`config.mk`:
```
export PLATFORM = sky130hd
export DESIGN_NAME = poly_operand_driver
export DESIGN_NICKNAME = d
export VERILOG_FILES = /design/src/rtl/poly_operand_driver.sv
export SDC_FILE = /design/constraint.sdc
export NUM_CORES = 1
export LEC_CHECK = 0
export CORE_ASPECT_RATIO = 1.75
export CORE_UTILIZATION = 49
export CTS_CLUSTER_SIZE = 30
export DETAILED_ROUTE_END_ITERATION = 6
export HOLD_SLACK_MARGIN = 0.06
export PLACE_DENSITY = 0.77
export REMOVE_ABC_BUFFERS = 1
export SLEW_MARGIN = 20
export SYNTH_ARGS = -nofsm -noshare
export SYNTH_HDL_FRONTEND = slang
export SYNTH_SLANG_ARGS = --single-unit
```
`constraint.sdc`:
```
create_clock -name clk -period 3.18 [get_ports clk]
set_clock_uncertainty 0.15 [all_clocks]
set_input_delay 0.954 -clock clk [delete_from_list [all_inputs] [get_ports clk]]
set_output_delay 0.954 -clock clk [all_outputs]
set_load 0.01 [all_outputs]
```
`src/rtl/poly_operand_driver.sv`:
```
// Initiator-side sequencer for the polynomial evaluator's serial load port:
// latches A/B/C/X on start, presents each with a go pulse, then captures the result.
module poly_operand_driver #(
  parameter int WIDTH       = 8,
  parameter int GO_CYCLES   = 2,
  parameter int GAP_CYCLES  = 2,
  parameter int RESULT_WAIT = 8
) (
  input  logic             clk,
  input  logic             reset,
  input  logic             start,
  input  logic [WIDTH-1:0] coef_a,
  input  logic [WIDTH-1:0] coef_b,
  input  logic [WIDTH-1:0] coef_c,
  input  logic [WIDTH-1:0] x_val,
  output logic             busy,
  output logic             done,
  output logic [WIDTH-1:0] result,
  output logic             go_out,
  output logic [WIDTH-1:0] data_out,
  input  logic [WIDTH-1:0] result_in
);

  localparam int MAX_GG = (GO_CYCLES > GAP_CYCLES) ? GO_CYCLES : GAP_CYCLES;
  localparam int MAX_C  = (MAX_GG > RESULT_WAIT) ? MAX_GG : RESULT_WAIT;
  localparam int CW     = (MAX_C > 1) ? $clog2(MAX_C) : 1;

  localparam logic [CW-1:0] GO_LOAD   = CW'(GO_CYCLES - 1);
  localparam logic [CW-1:0] GAP_LOAD  = CW'(GAP_CYCLES - 1);
  localparam logic [CW-1:0] WAIT_LOAD = CW'(RESULT_WAIT - 1);

  typedef enum logic [2:0] {
    IDLE,
    GO_HIGH,
    GO_LOW,
    WAIT_RES,
    DONE
  } state_t;

  state_t           state, state_next;
  logic [CW-1:0]    cnt, cnt_next;
  logic [1:0]       idx, idx_next;
  logic             load, capture, enter_go;
  logic [WIDTH-1:0] op_sel;
  logic [WIDTH-1:0] ops [4];

  always_ff @(posedge clk or posedge reset) begin
    if (reset) state <= IDLE;
    else       state <= state_next;
  end

  always_comb begin
    state_next = state;
    cnt_next   = cnt;
    idx_next   = idx;
    load       = 1'b0;
    capture    = 1'b0;
    case (state)
      IDLE: begin
        if (start) begin
          load       = 1'b1;
          idx_next   = '0;
          cnt_next   = GO_LOAD;
          state_next = GO_HIGH;
        end
      end
      GO_HIGH: begin
        if (cnt == '0) begin
          cnt_next   = GAP_LOAD;
          state_next = GO_LOW;
        end else begin
          cnt_next = cnt - 1'b1;
        end
      end
      GO_LOW: begin
        if (cnt == '0) begin
          if (idx != 2'd3) begin
            idx_next   = idx + 2'd1;
            cnt_next   = GO_LOAD;
            state_next = GO_HIGH;
          end else begin
            cnt_next   = WAIT_LOAD;
            state_next = WAIT_RES;
          end
        end else begin
          cnt_next = cnt - 1'b1;
        end
      end
      WAIT_RES: begin
        if (cnt == '0) begin
          capture    = 1'b1;
          state_next = DONE;
        end else begin
          cnt_next = cnt - 1'b1;
        end
      end
      DONE:    state_next = IDLE;
      default: state_next = IDLE;
    endcase
  end

  // Outputs are registered from the next-state decode so they line up with the state they describe.
  assign enter_go = (state_next == GO_HIGH) && (state != GO_HIGH);
  assign op_sel   = load ? coef_a : ops[idx_next];

  always_ff @(posedge clk or posedge reset) begin
    if (reset) begin
      cnt      <= '0;
      idx      <= '0;
      for (int unsigned i = 0; i < 4; i++) ops[i] <= '0;
      busy     <= 1'b0;
      done     <= 1'b0;
      go_out   <= 1'b0;
      data_out <= '0;
      result   <= '0;
    end else begin
      cnt <= cnt_next;
      idx <= idx_next;
      if (load) begin
        ops[0] <= coef_a;
        ops[1] <= coef_b;
        ops[2] <= coef_c;
        ops[3] <= x_val;
      end
      if (enter_go) data_out <= op_sel;
      if (capture)  result   <= result_in;
      busy   <= (state_next == GO_HIGH) || (state_next == GO_LOW) || (state_next == WAIT_RES);
      go_out <= (state_next == GO_HIGH);
      done   <= (state_next == DONE);
    end
  end

endmodule
```
==> results of run 1 <==
==> worst max path at each step <==
stage,startpoint,end,slack (ns),cells after the start
final,start,data_out[5]$_DFFE_PP0P_,0.33,7
after global routing,start,data_out[5]$_DFFE_PP0P_,0.26,7
after CTS,start,data_out[5]$_DFFE_PP0P_,0.33,7
after detailed placement,start,data_out[5]$_DFFE_PP0P_,-0.001,7
after global placement,start,data_out[0]$_DFFE_PP0P_,0.12,7
after floorplan,start,data_out[0]$_DFFE_PP0P_,-0.27,5
==> cells in the mapped netlist, types with 4 or more instances <==
master	instances	area (µm²)
clkbuf_1	11	41.29
dfrtp_1	58	1451
inv_1	5	18.77
mux2_2	9	101.4
mux2i_1	16	160.2
nand2_1	95	356.6
nor2_1	5	18.77
nor3_1	4	20.02
o21a_1	8	60.06
o21ai_0	9	45.04
o221ai_1	7	61.31
==> flip-flops by register name, summed over array words and instances (netlist names) <==
| register | count |
|---|---|
| idx | 2 |
| data_out | 8 |
| busy | 1 |
| ops | 31 |
| done | 1 |
| cnt | 3 |
| result | 8 |
| go_out | 1 |
| state | 3 |
==> power breakdown <==
part	internal (mW)	switching [mW]	total, mW
Combinational	0.675	0.619	1.29
Clock	0.620	0.279	0.900
Sequential	1.08	0.262	1.34
==> cells by family after synthesis <==
| family | count (synthesis) |
|---|---|
| and+or+nand+nor | 115 |
| buffers and inverters | 19 |
| AOI/OAI and AO/OA | 41 |
| DFF | 58 |
| muxes | 25 |
| adders and majority gates | 2 |
==> worst reg2reg max path, cell delays in order, from the launching register on <==
cell	delay, ns
dfrtp_1	0.39
inv_1	0.09
ha_1	0.23
nor4b_1	0.66
a32oi_1	0.26
buf_4	0.23
mux2i_1	0.19
o221ai_1	0.16
o21a_1	0.13
==> final cells by class <==
type | count | area [µm²] | area share [%]
Clock inverter | 5 | 125.1 | 3.501
Timing Repair Buffer | 71 | 698.2 | 19.54
Inverter | 5 | 18.77 | 0.5252
Multi-Input combinational cell | 183 | 1071 | 29.97
Sequential cell | 58 | 1451 | 40.62
Tap cell | 54 | 67.56 | 1.891
Clock buffer | 11 | 141.4 | 3.957
==> stage by stage <==
step	cell area, µm²	util, %	setup WS (ns)	setup TNS [ns]
finish	3573	71.19	0.3337	0
global route	3573	71.19	0.2597	0
CTS	3573	71.19	0.3342	0
detailed placement	3307	65.88	-0.001166	-0.001166
global placement	3307	65.88	0.1185	0
floorplan	2532	-	-0.2657	-2.069
==> layer usage <==
| layer | part of all wire [%] | wire, µm | track usage (%) | vias up |
|---|---|---|---|---|
| met5 | 0 | 0 | 0 | - |
| li1 | - | - | - | 1025 |
| met4 | 2.3 | 132 | 11.82 | 0 |
| met3 | 3.0 | 171 | 5.430 | 12 |
| met2 | 54 | 3114 | 38.37 | 38 |
| met1 | 41 | 2357 | 27.47 | 1014 |
==> parameters.txt, run 1 <==
Parameter                              Value

Run status
  Run status    finished, violations left
  Violations in the final reports    design-rule violations

Synthesis
  Synthesized area divided by synthesized cell count    9.961 µm²
  EDFF count, synth    0
  Mux share of post-synthesis cell area    10.10%
  Synthesized-area fraction occupied by xor and xnor cells    0%
  Post-synth ARST share    100.0%
  Total standard cell area after synthesis    2590 µm²
  Synth Register Bits    58
  Adder-cell share of the synthesized area    0.9662%
  Synth Area in Compound Gates    11.26%
  Share of synthesized area occupied by flip-flops and latches    56.04%
  Number of standard cells after synthesis    260
  Number of synthesis warnings    0
  Top flip-flop cell by instance count after synthesis    dfrtp_1
  Simple-Gate Fraction of Synth Area    18.70%
  Main combinational cell family by area after synthesis    simple AND/OR/NAND/NOR gates
  Post-synthesis cell type count    35

STA
  Min Clock Period, post-route    2.846 ns
  Max Transition Viols Final    0
  Slew at the pin closest to its max-slew limit    0.7748 ns
  Setup violators final    0
  RSZ-0062 raised after global routing    no
  Max transition margin    47.62%
  Highest Clock Rate    0.3513 GHz
  Final Cycle Share    89.51%
  Worst hold-check slack    0.3218 ns
  Final count of hold timing violations    0

Critical path
  Origin of the critical flop-to-flop path    cnt[0]$_DFFE_PP0P_
  Largest fanout on the critical path    6
  Cell type group with the largest total delay on the critical path    buffers and inverters
  CP Data Required Time    3.25 ns
  Endpoint of the most critical register-to-register path    data_out[5]$_DFFE_PP0P_
  Longest individual stage delay on the worst path    0.49 ns
  Worst setup path category    input pin to flip-flop
  Worst Setup End Kind    flip-flop
  Critical Path Slowest Stage Cell    clkdlybuf4s50_1
  Startpoint class of the critical path    input pin
  Combined buffer and inverter count along the critical path    2
  Arrival time reported for the critical path endpoint    2.92 ns
  Length in cells of the worst reg-to-reg path    8
  Cells along the critical path    clkdlybuf4s50_1 > or4b_1 > a32oi_1 > buf_4 > mux2i_1 > o221ai_1 > o21a_1
  Reg2reg setup slack    0.58 ns

Drt
  Post-route ant nets    0
  Routed len/inst    14.93 µm
  Overall via count from detail_route    2,089
  Detailed-router iteration count before antenna repair    6
  Number of remaining DRC errors    2
  Wire length reported by the detailed router    5.776 mm
  Initial detailed-routing violation count    52
  Detail-routed via count per cell    5.398

Hold path
  Worst min-delay path class    flip-flop to flip-flop
  Hold path startpoint    cnt[0]$_DFFE_PP0P_
  Hold-critical path depth    1
  Worst hold path endpoint    cnt[0]$_DFFE_PP0P_

Clock network
  Number of sinks driven by the clock tree    58
  CTS Root Buffer Type    clkbuf_8
  Number of cells upsized or downsized after cts    0
  Later-pin clock latency in the skew report    0.33 ns
  CTS buffer count    9
  CTS H-Tree Depth    3
  Buffers inserted by post-CTS timing repair    0
  CTS hold repair buffers    0
  Clock transition at path regs    0.06 ns
  TritonCTS clock tree    built
  Maximum number of buffers from clock root to sink    2

Power
  Total chip power    3.535 mW
  Power per unit of standard cell area    989.4 nW/µm²
  Worst supply voltage drop on vdd    779.0 µV
  Leakage power    1.698 nW

Global route
  Number of antenna violations at the first check in global routing    0
  Wire length of the first global-routing pass    9.632 mm
  Total track usage    23.10%
  Number of global-route vias before repair    2,078
  Pin count of the biggest net entering global routing    59
  Total congestion overflow    0

Layout
  Most frequent cells in the layout    95 x nand2_1, 61 x clkdlybuf4s50_1, 58 x dfrtp_1, 16 x mux2i_1, 10 x clkbuf_8
  Final layout net count    373
  Fillers    394
  Commonest non-fill, non-tap cell in the layout    nand2_1
  Ratio of cells with drive above 1 in the final layout    10.81%
  Area grow syn2layout    37.97%
  Final Instance Count excl. Fillers    387
  Antenna fix cells    0

Floorplanning
  Number of rows created at floorplan    34
  Count of boundary I/O pins    62
  Effective utilization at floorplan    51.60%
  Die outline area    5592 µm²
  Die span in x    56.96 µm
  Y dimension of the die    98.18 µm
  Placeable Area    5020 µm²

Placed design
  Placed Cells    371
  DP Wirelength    3.944 mm
  Gp weighted congestion    0.7939
  Count of port buffers added during placement    61

Run
  Max-capacitance violation count    0
(Power assumes the default switching activity.)
==> inputs of run 2 (changes only) <==
- PLACE_DENSITY: 0.77 -> unset
- PLACE_DENSITY_LB_ADDON: unset -> 0.15
==> parameters.txt, run 2 (synthesis results as in run 1) <==
Parameter                              Value

STA
  Final count of hold timing violations    0 (unchanged)
  Max Transition Viols Final    0 (unchanged)
  Final worst slack    0.3523 ns (was 0.3337 ns)
  Highest Clock Rate    0.3536 GHz (was 0.3513 GHz)
  Max transition margin    45.35% (was 47.62%)
  Min Clock Period, post-route    2.828 ns (was 2.846 ns)
  Aggregate negative setup slack    0 ns (unchanged)
  Final Cycle Share    88.92% (was 89.51%)
  Setup violators final    0 (unchanged)
  RSZ-0062 raised after global routing    no (unchanged)
  Worst hold-check slack    0.3103 ns (was 0.3218 ns)
  Slew at the pin closest to its max-slew limit    0.8083 ns (was 0.7748 ns)

Critical path
  Worst Setup End Kind    flip-flop (unchanged)
  Longest individual stage delay on the worst path    0.50 ns (was 0.49 ns)
  Critical Path Slowest Stage Cell    or4b_1 (was clkdlybuf4s50_1)
  Length in cells of the worst reg-to-reg path    6 (was 8)
  Cells along the critical path    clkdlybuf4s50_1 > or4b_1 > a32oi_1 > buf_4 > mux2i_1 > o221ai_1 > o21a_1 (unchanged)
  Endpoint of the most critical register-to-register path    data_out[5]$_DFFE_PP0P_ (unchanged)
  Largest fanout on the critical path    9 (was 6)
  Arrival time reported for the critical path endpoint    2.89 ns (was 2.92 ns)
  CP Data Required Time    3.25 ns (about the same)
  Reg2reg setup slack    0.57 ns (was 0.58 ns)
  Critical path startpoint    start (unchanged)
  Origin of the critical flop-to-flop path    cnt[0]$_DFFE_PP0P_ (unchanged)
  Worst setup path category    input pin to flip-flop (unchanged)
  Startpoint class of the critical path    input pin (unchanged)

Layout
  Largest registers    ops: 31 flops, data_out: 8 flops, result: 8 flops (unchanged)
  Flip-flop count of the largest register, all copies and words added    31 (unchanged)
  Register with the most flip-flops    ops (unchanged)
  Final Instance Count excl. Fillers    383 (was 387)
  Antenna fix cells    0 (unchanged)
  Fillers    415 (was 394)
  Area grow syn2layout    33.53% (was 37.97%)
  Final layout net count    372 (was 373)
  Most frequent cells in the layout    95 x nand2_1, 61 x clkdlybuf4s50_1, 58 x dfrtp_1, 16 x mux2i_1, 11 x clkbuf_8 (was 95 x nand2_1, 61 x clkdlybuf4s50_1, 58 x dfrtp_1, 16 x mux2i_1, 10 x clkbuf_8)
  Commonest non-fill, non-tap cell in the layout    nand2_1 (unchanged)
  Ratio of cells with drive above 1 in the final layout    9.422% (was 10.81%)
  Post-Layout Inst Area    3458 µm² (was 3573 µm²)
  Final Core Density    68.89% (was 71.19%)

Clock network
  Clock transition at path regs    0.06 ns (about the same)
  TritonCTS clock tree    built (unchanged)
  Later-pin clock latency in the skew report    0.33 ns (about the same)
  CTS buffer count    9 (unchanged)
  CTS hold repair buffers    0 (unchanged)
  Buffers inserted by post-CTS timing repair    0 (unchanged)
  Number of cells upsized or downsized after cts    0 (unchanged)
  Maximum number of buffers from clock root to sink    2 (unchanged)
  CTS Root Buffer Type    clkbuf_8 (unchanged)
  Number of sinks driven by the clock tree    58 (unchanged)
  CTS H-Tree Depth    3 (unchanged)

Hold path
  Worst min-delay path class    flip-flop to flip-flop (unchanged)
  Hold-critical path depth    1 (unchanged)
  Worst hold path endpoint    cnt[0]$_DFFE_PP0P_ (unchanged)
  Hold path startpoint    cnt[0]$_DFFE_PP0P_ (unchanged)

Power
  Total chip power    3.194 mW (was 3.535 mW)
  Worst supply voltage drop on vdd    415.7 µV (was 779.0 µV)
  Power per unit of standard cell area    923.4 nW/µm² (was 989.4 nW/µm²)
  Leakage power    1.640 nW (was 1.698 nW)

Placed design
  Count of port buffers added during placement    61 (unchanged)
  Gp weighted congestion    0.7766 (was 0.7939)
  Pre-CTS setup slack    0.1060 ns (was -0.001166 ns)
  Placed Cells    370 (was 371)
  Total cell area at the placement stage    3299 µm² (was 3307 µm²)
  DP Wirelength    3.975 mm (was 3.944 mm)

Floorplanning
  Count of boundary I/O pins    62 (unchanged)
  Effective utilization at floorplan    51.60% (unchanged)
  Placeable Area    5020 µm² (unchanged)
  Y dimension of the die    98.18 µm (unchanged)
  Die span in x    56.96 µm (unchanged)
  Number of rows created at floorplan    34 (unchanged)
  Die outline area    5592 µm² (unchanged)

Drt
  Wire length reported by the detailed router    5.817 mm (was 5.776 mm)
  Post-route ant nets    0 (unchanged)
  Overall via count from detail_route    2,092 (was 2,089)
  Detail-routed via count per cell    5.462 (was 5.398)
  Initial detailed-routing violation count    119 (was 52)
  Number of remaining DRC errors    4 (was 2)
  Detailed-router iteration count before antenna repair    6 (unchanged)
  Routed len/inst    15.19 µm (was 14.93 µm)

Run
  Max-capacitance violation count    0 (unchanged)

Global route
  Number of antenna violations at the first check in global routing    0 (unchanged)
  Total congestion overflow    0 (unchanged)
  Number of global-route vias before repair    2,225 (was 2,078)
  Total track usage    23.62% (was 23.10%)
  Wire length of the first global-routing pass    9.915 mm (was 9.632 mm)
  Pin count of the biggest net entering global routing    59 (unchanged)

Run status
  Run status    finished, violations left (unchanged)
  Violations in the final reports    design-rule violations (unchanged)
-- run 2: cell count changes in the layout (fill, tap and decap cells not counted) --
cell | previous run | this run
clkbuf_1 | 1 | 2
clkinv_2 | 1 | 0
clkbuf_8 | 10 | 11
bufinv_16 | 4 | 0
buf_4 | 9 | 8
-- run 2: where the power goes --
group          switching, mW  total (mW)  internal, mW
clock network          0.252       0.564         0.313
registers              0.261        1.34          1.08
logic                  0.619        1.29         0.670
-- run 2: area by class of cell --
| class | count | area, µm² | area share (%) |
|---|---|---|---|
| sequential | 58 | 1451 | 41.97 |
| multi-input combinational | 183 | 1071 | 30.97 |
| timing repair buffer | 70 | 690.7 | 19.97 |
| clock buffer | 13 | 158.9 | 4.595 |
| tap | 54 | 67.56 | 1.954 |
| inverter | 5 | 18.77 | 0.5427 |
-- run 2: metal layers --
layer / GRT usage (%) / wire (µm) / up-vias
li1: - / - / 1016
met1: 26.37 / 2369 / 1007
met2: 39.37 / 3094 / 54
met3: 7.152 / 216 / 15
met4: 13.13 / 136 / 0
met5: 0 / 0 / -
-- run 2: worst max-delay path: cells and delay by family --
family          cells  cell delay [ns]
simple gates        1             0.50
compound gates      3             0.49
buf+inv             2             0.72
mux                 1             0.22
-- run 2: how the worst max path moves through the flow --
stage,end,slack [ns]
after floorplan,data_out[0]$_DFFE_PP0P_,-0.27
after global placement,data_out[1]$_DFFE_PP0P_,0.15
after detailed placement,data_out[6]$_DFFE_PP0P_,0.11
after CTS,data_out[3]$_DFFE_PP0P_,0.37
after global routing,data_out[3]$_DFFE_PP0P_,0.28
final,data_out[3]$_DFFE_PP0P_,0.35
